$ cat config.mk
export PLATFORM = sky130hd
export DESIGN_NAME = fc_layer_scheduler
export DESIGN_NICKNAME = d
export VERILOG_FILES = /design/src/rtl/fc_layer_scheduler.sv
export SDC_FILE = /design/constraint.sdc
export NUM_CORES = 1
export LEC_CHECK = 0
export ABC_AREA = 1
export CAP_MARGIN = 20
export CORE_MARGIN = 1
export CORE_UTILIZATION = 40
export DETAILED_ROUTE_END_ITERATION = 8
export SYNTH_ARGS = -nofsm -noshare
export SYNTH_HDL_FRONTEND = slang
export SYNTH_SLANG_ARGS = --single-unit
$ cat constraint.sdc
create_clock -name clk -period 10.2 [get_ports clk]
set_clock_uncertainty 0.15 [all_clocks]
set_input_delay 1.53 -clock clk [delete_from_list [all_inputs] [get_ports clk]]
set_output_delay 1.53 -clock clk [all_outputs]
set_load 0.05 [all_outputs]
$ cat src/rtl/fc_layer_scheduler.sv
// Group scheduler for the fully-connected MAC engine: fetches weight rows per
// group, steps the datapath across them and streams the results downstream.
module fc_layer_scheduler #(
    parameter int OUT_CHANNEL    = 64,
    parameter int WEIGHT_CHANNEL = 8,
    parameter int OUT_BANDWIDTH  = 24,
    parameter int ADDR_WIDTH     = 8,
    localparam int SW            = $clog2(WEIGHT_CHANNEL)
) (
    input  logic                     clk,
    input  logic                     rst,
    input  logic                     start,
    output logic                     busy,
    output logic                     done,
    output logic                     wmem_rd_en,
    output logic [ADDR_WIDTH-1:0]    wmem_rd_addr,
    input  logic                     wmem_rd_valid,
    output logic                     wload_en,
    output logic [SW-1:0]            wload_sel,
    output logic                     dp_nen,
    output logic [SW-1:0]            dp_sel,
    input  logic [OUT_BANDWIDTH-1:0] dp_result,
    output logic                     out_valid,
    input  logic                     out_ready,
    output logic [OUT_BANDWIDTH-1:0] out_data,
    output logic [ADDR_WIDTH-1:0]    out_idx
);

    localparam int NGROUP = OUT_CHANNEL / WEIGHT_CHANNEL;
    localparam int GW     = (NGROUP > 1) ? $clog2(NGROUP) : 1;
    localparam int CW     = SW + 1;

    localparam logic [CW-1:0] ZERO_CNT   = CW'(32'd0);
    localparam logic [CW-1:0] ONE_CNT    = CW'(32'd1);
    localparam logic [CW-1:0] WC_CNT     = CW'(WEIGHT_CHANNEL);
    localparam logic [CW-1:0] LAST_RET   = CW'(WEIGHT_CHANNEL - 1);
    localparam logic [SW-1:0] ZERO_SLOT  = SW'(32'd0);
    localparam logic [SW-1:0] ONE_SLOT   = SW'(32'd1);
    localparam logic [SW-1:0] LAST_SLOT  = SW'(WEIGHT_CHANNEL - 1);
    localparam logic [GW-1:0] ZERO_GRP   = GW'(32'd0);
    localparam logic [GW-1:0] ONE_GRP    = GW'(32'd1);
    localparam logic [GW-1:0] LAST_GROUP = GW'(NGROUP - 1);

    typedef enum logic [2:0] {
        ST_IDLE    = 3'd0,
        ST_FETCH   = 3'd1,
        ST_COMPUTE = 3'd2,
        ST_DRAIN   = 3'd3,
        ST_DONE    = 3'd4
    } state_t;

    state_t                   state_r;
    logic [GW-1:0]            group_r;
    logic [CW-1:0]            issue_cnt_r;
    logic [CW-1:0]            ret_cnt_r;
    logic [SW-1:0]            drain_cnt_r;
    logic [OUT_BANDWIDTH-1:0] res_r [WEIGHT_CHANNEL];

    // Output-channel index of a slot within a group (WEIGHT_CHANNEL is a power of two).
    function automatic logic [ADDR_WIDTH-1:0] row_addr(input logic [GW-1:0] grp,
                                                        input logic [SW-1:0] slot);
        row_addr = (ADDR_WIDTH'(grp) << SW) | ADDR_WIDTH'(slot);
    endfunction

    // Weight load strobe follows the memory return only while fetching.
    always_comb begin
        wload_en = 1'b0;
        if (state_r == ST_FETCH) begin
            wload_en = wmem_rd_valid;
        end else begin
            wload_en = 1'b0;
        end
    end

    assign wload_sel = ret_cnt_r[SW-1:0];

    // Layer sequencing FSM with all registered outputs.
    always_ff @(posedge clk or posedge rst) begin
        if (rst) begin
            state_r      <= ST_IDLE;
            group_r      <= ZERO_GRP;
            issue_cnt_r  <= ZERO_CNT;
            ret_cnt_r    <= ZERO_CNT;
            drain_cnt_r  <= ZERO_SLOT;
            busy         <= 1'b0;
            done         <= 1'b0;
            wmem_rd_en   <= 1'b0;
            wmem_rd_addr <= {ADDR_WIDTH{1'b0}};
            dp_nen       <= 1'b1;
            dp_sel       <= ZERO_SLOT;
            out_valid    <= 1'b0;
            out_data     <= {OUT_BANDWIDTH{1'b0}};
            out_idx      <= {ADDR_WIDTH{1'b0}};
            for (int i = 0; i < WEIGHT_CHANNEL; i++) begin
                res_r[i] <= {OUT_BANDWIDTH{1'b0}};
            end
        end else begin
            case (state_r)
                ST_IDLE: begin
                    done <= 1'b0;
                    if (start) begin
                        state_r      <= ST_FETCH;
                        busy         <= 1'b1;
                        group_r      <= ZERO_GRP;
                        issue_cnt_r  <= ONE_CNT;
                        ret_cnt_r    <= ZERO_CNT;
                        wmem_rd_en   <= 1'b1;
                        wmem_rd_addr <= row_addr(ZERO_GRP, ZERO_SLOT);
                    end
                end

                ST_FETCH: begin
                    // issue_cnt counts reads already presented on the port
                    if (issue_cnt_r < WC_CNT) begin
                        wmem_rd_en   <= 1'b1;
                        wmem_rd_addr <= row_addr(group_r, issue_cnt_r[SW-1:0]);
                        issue_cnt_r  <= issue_cnt_r + ONE_CNT;
                    end else begin
                        wmem_rd_en <= 1'b0;
                    end
                    if (wmem_rd_valid && (ret_cnt_r < WC_CNT)) begin
                        ret_cnt_r <= ret_cnt_r + ONE_CNT;
                        if (ret_cnt_r == LAST_RET) begin
                            state_r    <= ST_COMPUTE;
                            wmem_rd_en <= 1'b0;
                            dp_nen     <= 1'b0;
                            dp_sel     <= ZERO_SLOT;
                        end
                    end
                end

                ST_COMPUTE: begin
                    res_r[dp_sel] <= dp_result;
                    if (dp_sel == LAST_SLOT) begin
                        state_r     <= ST_DRAIN;
                        dp_nen      <= 1'b1;
                        dp_sel      <= ZERO_SLOT;
                        drain_cnt_r <= ZERO_SLOT;
                        out_valid   <= 1'b1;
                        // slot 0 is only still in flight when the bank holds a single row
                        out_data    <= (dp_sel == ZERO_SLOT) ? dp_result : res_r[0];
                        out_idx     <= row_addr(group_r, ZERO_SLOT);
                    end else begin
                        dp_sel <= dp_sel + ONE_SLOT;
                    end
                end

                ST_DRAIN: begin
                    if (out_ready) begin
                        if (drain_cnt_r == LAST_SLOT) begin
                            out_valid <= 1'b0;
                            if (group_r == LAST_GROUP) begin
                                state_r <= ST_DONE;
                                done    <= 1'b1;
                                busy    <= 1'b0;
                            end else begin
                                state_r      <= ST_FETCH;
                                group_r      <= group_r + ONE_GRP;
                                issue_cnt_r  <= ONE_CNT;
                                ret_cnt_r    <= ZERO_CNT;
                                wmem_rd_en   <= 1'b1;
                                wmem_rd_addr <= row_addr(group_r + ONE_GRP, ZERO_SLOT);
                            end
                        end else begin
                            drain_cnt_r <= drain_cnt_r + ONE_SLOT;
                            out_data    <= res_r[drain_cnt_r + ONE_SLOT];
                            out_idx     <= row_addr(group_r, drain_cnt_r + ONE_SLOT);
                        end
                    end
                end

                ST_DONE: begin
                    done    <= 1'b0;
                    state_r <= ST_IDLE;
                end

                default: begin
                    state_r    <= ST_IDLE;
                    busy       <= 1'b0;
                    done       <= 1'b0;
                    wmem_rd_en <= 1'b0;
                    dp_nen     <= 1'b1;
                    out_valid  <= 1'b0;
                end
            endcase
        end
    end

endmodule

Yosys cells after proc, flatten, opt, wreduce, memory -nomap -nowiden --
Index checks and enable logic that the tools add are counted.
Storage, ports and cells: register bits after elaboration 257, logic and storage cells 161, output and inout bits 52, bits of input ports 29
Cells by class: $lt $le $gt $ge 5, add/subtract/negate cells 5, equality and inequality tests 18, reductions and logical operators 24, mux-type cells 78, bitwise operators 9
Operators with widths (number):
- bitwise mux 192 bit | 1
- 2-to-1 mux 24 bit | 7
- binary-select mux 24 bit (select 3 bit) | 1
- demux 24 bit (select 3 bit) | 1
- 2-to-1 mux 8 bit | 8
- 2-to-1 mux 3 bit | 17
- case mux 24 bit (2 select lines) | 1
- 2-to-1 mux 4 bit | 10
- case mux 4 bit (3 select lines) | 2
- case mux 8 bit (3 select lines) | 1
- 2-to-1 mux 1 bit | 19
- case mux 3 bit (2 select lines) | 3
- AND reduction 6 bit | 3
- case mux 8 bit (2 select lines) | 1
- AND reduction 4 bit | 4
- AND reduction 5 bit | 3
- != test 2 bit, second input constant | 7
- == test 3 bit, second input constant | 4
- OR 6 x 3 -> 6 bit | 2
- case mux 3 bit (4 select lines) | 1
- adder 3 x 1 -> 3 bit, second input constant | 3
- case mux 1 bit (3 select lines) | 3
- OR reduction 3 bit | 3
- adder 4 x 1 -> 4 bit, second input constant | 2
- 17 further kinds | 32

Longest topological paths before layout --
Gate-level depths: netlist (run 1).
depth after elaboration 8, gate-level depth with buffers 11, mapped depth without buffers 9

Least setup slack after synthesis (run 1) --
Ideal clock, no wire load.
path kind input port to output port, start input wmem_rd_valid, end output wload_en, stages 2, buffers on the path 0, arrival time 2208 ps, slack 6312 ps, required time 8520 ps, cell sequence inv_1 nor2_1
Between the ends: cells in the longest elaborated chain, start to end 1
RTL lines:
- from (decl) | line 17 | input logic wmem_rd_valid,
- 2-to-1 mux 1 bit | line 68 | if (state_r == ST_FETCH) begin
- to (decl) | line 18 | output logic wload_en,
No other way between the ends.

Final worst setup path (run 1) --
Ends and elaborated chain as after synthesis.

==> metrics.cfg, run 1 <==
[hold_path]
hold_class = reg2reg

[placed_design]
place_area_um2 = 13800
dp_hpwl_mm = 18.4
gp_congestion = 0.804
portBuffers = 76

[clock_network]
postCtsSetupBuffers = 0
insertion_delay_ns = 0.54
clock_path_buffers = 3
cts_sinks = 250
cts_buffers = 28
cts_resized = 0
htree_levels = 1
hold_buffers = 0
clk_pin_slew_worst_paths_ns = 0.06
tritoncts = yes
clock-root-buffer = clkbuf_16

[synth]
synthesis.area_um2 = 13000
synth.top_cell.area_share = 0.480
ys_types = 32
synthCells = 1776
synthTopCellsByArea = dfrtp_1 (48%), nand2_1 (19%), inv_1 (8.3%)
ys_seq_elements = 250
synth_top_cell_by_area = dfrtp_1
ys_seq_area_frac = 0.482
synth.avg_cell_area_um2 = 7.31
yosysWarnings = 0

[pwr]
p_comb_frac = 0.440
leakage_nw = 8.07
vdd_drop_max_mv = 0.135
p_seq_frac = 0.343
sw_frac_of_total = 0.423
power_density_nw_per_um2 = 334
clockPowerShare = 0.216
p_sw_mw = 2.09
internal_power_mw = 2.85

[route]
wl_per_cell_um = 14.8
drt_iter0_drc = 794
drt_first_pass_iters = 7
viasPerCell = 4.85
drt_wl_total_mm = 33.0
drc_errors = 0
vias = 10800
antenna_left = 0

[sta]
final_max_slew_viol_count = 0
setup_viol_count_final = 0
maxSlewHeadroom = 0.271
fmax_mhz = 214
finalCritPeriodShare = 0.458
rsz0062_at_grt = false
worst_pin_slew_ns = 1.09
finalCriticalPeriod_ns = 4.68
timing.setup.tns_ns = 0
finalHoldViolCount = 0

[die]
initial_utilization = 0.410
ioPinCount = 81
fp-row-count = 65
core_area_um2 = 31700
dieHeight_um = 182
die_w_um = 182
dieArea_um2 = 33200

[setup_path]
cp.depth = 4
path_buf_inv = 3
path_cells = clkdlybuf4s50_1 -> inv_1 -> nor2_1 -> clkdlybuf4s50_1
worst_setup_path_end_kind = primary output
cp.arrival_ns = 3.00
crit_path_frequent_cell = clkdlybuf4s50_1
cp-endpoint = wload_en
reg2reg_from = drain_cnt_r[0]
start_kind = input pin
rr_endpoint = out_data[5]
cp_top_family = buffers and inverters
reg2reg_depth = 9
slowest_stage = clkdlybuf4s50_1
slowest_delay_ns = 0.82
rrSetupSlack_ns = 7.39
crit_start = wmem_rd_valid
required_ns = 8.52
cp_max_fo = 3
path_class = in2out

[finish]
final_nets = 1837
area_growth_syn_to_layout_pct = 14.0
mostFrequentLayoutCell = nand2_1
layout_common_cells = nand2_1 (673), inv_1 (285), dfrtp_1 (248), o21ai_0 (125), nand3_1 (114)
antennaDiodeCount = 0
drive_gt1_frac = 0.0511
finalInstanceArea_um2 = 14800

[global_routing]
grt_pass1_wl_mm = 54.7
grt.total_usage = 0.206
overflow = 0
grt_pass1_vias = 10400
grt_max_degree = 118
antenna_found_initial = 0

[run_status]
status = completed

[flow_run]
drv_cap = 0

cell usage after synthesis (all sizes together):
library cell / count
nand2: 676
inv: 293
dfrtp: 249
o21ai: 202
nand3: 116
nor2: 80
buf: 69
clkbuf: 32
o211ai: 25
nand4: 12
ha: 9
nand3b: 3
a21oi: 2
o22ai: 2
conb: 1
dfstp: 1
nor3b: 1
o21bai: 1
xnor2: 1
xor2: 1
cell type report:
class,count,area [um2]
clock buffer,45,886
clock inverter,7,110
fill,3133,16900
inverter,293,1110
multi-input combinational,1135,5040
sequential,250,6260
tap,402,503
timing repair buffer,91,893
metal layers:
metal  wire length, um  global-route usage
met5                 0                   0
met4               689              0.0578
met3              1560              0.0263
met2             15100               0.344
met1             15600               0.280
worst min path at each step:
| stage | start | endpoint | depth (start not counted) |
|---|---|---|---|
| after floorplan | res_r[130] | res_r[130] | 2 |
| after global placement | dp_nen | dp_nen | 2 |
| after detailed placement | dp_nen | dp_nen | 2 |
| after CTS | dp_nen | dp_nen | 2 |
| after global routing | dp_nen | dp_nen | 2 |
| final | dp_nen | dp_nen | 2 |
kinds of logic after synthesis:
| family | share of synthesized area |
|---|---|
| buffers and inverters | 0.134 |
| AOI/OAI and AO/OA | 0.0949 |
| and+or+nand+nor | 0.279 |
| xor gates and xnor gates | 0.00135 |
| DFF | 0.482 |
| other | 0.000289 |
| adders and majority gates | 0.00867 |
worst min-delay path, delay by kind of cell, from the launching register on:
kind             cells  cell delay (ns)
flip-flops           1             0.37
AND/OR/NAND/NOR      2             0.09
power by group through the flow:
stage               logic (mW)  registers, mW  clock network (mW)
finish                    2.18           1.70                1.07
global route              2.49           1.75                1.14
CTS                       2.19           1.70                1.09
detailed placement        2.18           1.71                   0
global placement          2.15           1.70                   0
floorplan                 1.51           1.86                   0
through the flow:
stage                     power [mW]  setup WS, ns  utilization  cells  hold WS, ns
after floorplan                 3.37          1.65            -   1779        0.303
after global placement          3.85          5.50        0.434   2170        0.299
after detailed placement        3.89          5.52        0.434   2170        0.303
after CTS                       4.99          5.51        0.466   2222        0.313
after global routing            5.39          5.44        0.467   2223        0.331
final                           4.95          5.52        0.467   2223        0.310
state kept, by name, summed over array words and instances, names as in the netlist:
register / cells
res_r: 192
out_data: 24
wmem_rd_addr: 6
issue_cnt_r: 4
out_idx: 4
ret_cnt_r: 4
dp_sel: 3
group_r: 3
state_r: 3
drain_cnt_r: 2
busy: 1
done: 1
dp_nen: 1
out_valid: 1
wmem_rd_en: 1
Power figures use the tool's default switching activity.
==> run 2, diff against run 1 <==
==> constraint.sdc (replaced) <==
create_clock -name clk -period 4.76 [get_ports clk]
set_clock_uncertainty 0.15 [all_clocks]
set_input_delay 0.714 -clock clk [delete_from_list [all_inputs] [get_ports clk]]
set_output_delay 0.714 -clock clk [all_outputs]
set_load 0.05 [all_outputs]
==> run 2 against run 1 <==
- core utilization down 0.10 points
- power up 110%
- clock power up 100%
- die area unchanged
- routed wire length down 1.6%
- first-iteration DRC count up 4.3%
- global-route usage down 0.28 points
- via count down 0.23%
- critical endpoint unchanged
- largest power group unchanged
==> metrics.cfg, run 2 (same netlist as run 1, synthesis figures left out) <==
[finish]
layout_common_cells = nand2_1 (673), inv_1 (285), dfrtp_1 (248), o21ai_0 (125), nand3_1 (114)
antennaDiodeCount = 0  ; unchanged
mostFrequentLayoutCell = nand2_1
top_register = res_r
finalInstanceArea_um2 = 14800  ; -0.22%
largest_register_ffs = 192  ; unchanged
final_nets = 1835  ; -0.11%
top_regs = res_r (192), out_data (24), wmem_rd_addr (6)
area_growth_syn_to_layout_pct = 13.7
drive_gt1_frac = 0.0484  ; -0.00264

[setup_path]
path_buf_inv = 1  ; -2
start_kind = flop
path_class = reg2out
slowest_delay_ns = 0.82  ; about the same
path_cells = nor2_1 -> nand2_1 -> nor2_1 -> clkdlybuf4s50_1
slowest_stage = clkdlybuf4s50_1
crit_start = state_r[2]
cp_top_family = buffers and inverters
cp_max_fo = 13  ; +10
cp.arrival_ns = 2.45  ; -0.55 ns
worst_setup_path_end_kind = primary output
crit_path_frequent_cell = nor2_1
reg2reg_from = drain_cnt_r[0]
required_ns = 3.90  ; -4.62 ns

[sta]
timing.setup.tns_ns = 0  ; unchanged
finalCritPeriodShare = 0.695
rsz0062_at_grt = false
finalHoldViolCount = 0  ; unchanged
final_max_slew_viol_count = 0  ; unchanged
finalCriticalPeriod_ns = 3.31
worst_pin_slew_ns = 1.00  ; -0.0931 ns
maxSlewHeadroom = 0.332  ; +0.0605
fmax_mhz = 302
setup_viol_count_final = 0  ; unchanged
whs_ns = 0.314  ; +0.00455 ns

[pwr]
sw_frac_of_total = 0.427  ; +0.00351
power_density_nw_per_um2 = 707  ; +110%
internal_power_mw = 5.99  ; +110%
vdd_drop_max_mv = 0.344  ; +160%
p_comb_frac = 0.442  ; +0.002
leakage_nw = 8.04  ; -0.44%
p_seq_frac = 0.353  ; +0.010
clockPowerShare = 0.205  ; -0.011
p_sw_mw = 4.45  ; +110%

[clock_network]
hold_buffers = 0  ; unchanged
tritoncts = yes
postCtsSetupBuffers = 0  ; unchanged
clock-root-buffer = clkbuf_16
cts_sinks = 250  ; unchanged
clk_pin_slew_worst_paths_ns = 0.06  ; about the same
htree_levels = 1  ; unchanged
cts_resized = 0  ; unchanged
clock_path_buffers = 3  ; unchanged
cts_buffers = 28  ; unchanged
insertion_delay_ns = 0.55  ; about the same

[global_routing]
antenna_found_initial = 0  ; unchanged
overflow = 0  ; unchanged
grt.total_usage = 0.203  ; -0.00284
grt_pass1_vias = 10400  ; +0.57%
grt_pass1_wl_mm = 54.4  ; -0.54%
grt_max_degree = 96  ; -19%

[route]
drt_first_pass_iters = 5  ; -2
antenna_left = 0  ; unchanged
drt_iter0_drc = 828  ; +4.3%
wl_met1_mm = 15.6  ; -0.40%
drc_errors = 0  ; unchanged
wl_per_cell_um = 14.6  ; -1.4%
vias = 10700  ; -0.23%
maxUsedRoutingLayer = met4
viasPerCell = 4.84  ; about the same
route.met2.wl_mm = 14.8  ; -2.0%
wl_met3_mm = 1.35  ; -13%
drt_wl_total_mm = 32.5  ; -1.6%

[die]
initial_utilization = 0.410  ; unchanged
dieArea_um2 = 33200  ; unchanged
dieHeight_um = 182  ; unchanged
die_w_um = 182  ; unchanged
core_area_um2 = 31700  ; unchanged
ioPinCount = 81  ; unchanged
fp-row-count = 65  ; unchanged

[run_status]
status = completed

[placed_design]
gp_congestion = 0.805  ; about the same
place_area_um2 = 13800  ; +0.26%
dp_hpwl_mm = 18.2  ; -0.73%
portBuffers = 76  ; unchanged

[hold_path]
hold_class = reg2reg
min_from = dp_nen

[flow_run]
drv_cap = 0  ; unchanged

==> run 2: cell types whose count changed in the layout (fill, tap and decap cells not counted), sizes merged <==
| cell | previous run | this run |
|---|---|---|
| buf | 15 | 13 |
| bufinv | 3 | 0 |
| clkbuf | 45 | 48 |
| clkinv | 4 | 2 |
| clkinvlp | 0 | 1 |
| inv | 293 | 292 |
==> run 2: worst reg2reg max path: cells and delay by family, from the launching register on <==
family / cells / cell delay, ns
fa+ha+maj: 2 / 0.51
compound gates: 1 / 0.18
flops: 1 / 0.70
buf+inv: 1 / 0.09
simple gates: 4 / 1.24
==> run 2: stage by stage <==
step                setup slack [ns]  std cells   util  power (mW)
floorplan                      0.609       1779      -        7.22
detailed placement              1.73       2168  0.436        8.33
global route                    1.29       2219  0.466        11.4
CTS                             1.44       2218  0.465        10.5
finish                          1.45       2219  0.466        10.4
global placement                1.70       2168  0.436        8.23
==> run 2: per-layer routing <==
| layer | up-vias | global-route usage |
|---|---|---|
| met5 | - | 0 |
| met4 | 0 | 0.0548 |
| li1 | 5450 | - |
| met1 | 5023 | 0.278 |
| met3 | 55 | 0.0222 |
| met2 | 218 | 0.340 |
==> run 2: layout make-up <==
class                      count  area (um2)
fill                        3127       16900
sequential                   250        6260
multi-input combinational   1135        5060
inverter                     293        1100
clock buffer                  48         917
timing repair buffer          89         916
tap                          402         503
clock inverter                 2        10.0
==> run 2: final timing paths <==
path | endpoint | slack [ns] | cells after the start
hold / removal | dp_nen | 0.31 | 2
max in group asynchronous | res_r[121] | 2.93 | 3
min in group asynchronous | res_r[112] | 0.55 | 2
setup / recovery | wload_en | 1.45 | 4
hold reg to reg | dp_nen | 0.31 | 2
setup reg to reg | out_data[3] | 1.79 | 8
==> run 2: power groups by stage <==
| stage | Clock [mW] | Combinational, mW | Sequential [mW] |
|---|---|---|---|
| floorplan | 0 | 3.23 | 3.99 |
| global placement | 0 | 4.55 | 3.68 |
| detailed placement | 0 | 4.63 | 3.71 |
| CTS | 2.19 | 4.65 | 3.68 |
| global route | 2.28 | 5.30 | 3.80 |
| finish | 2.14 | 4.62 | 3.68 |
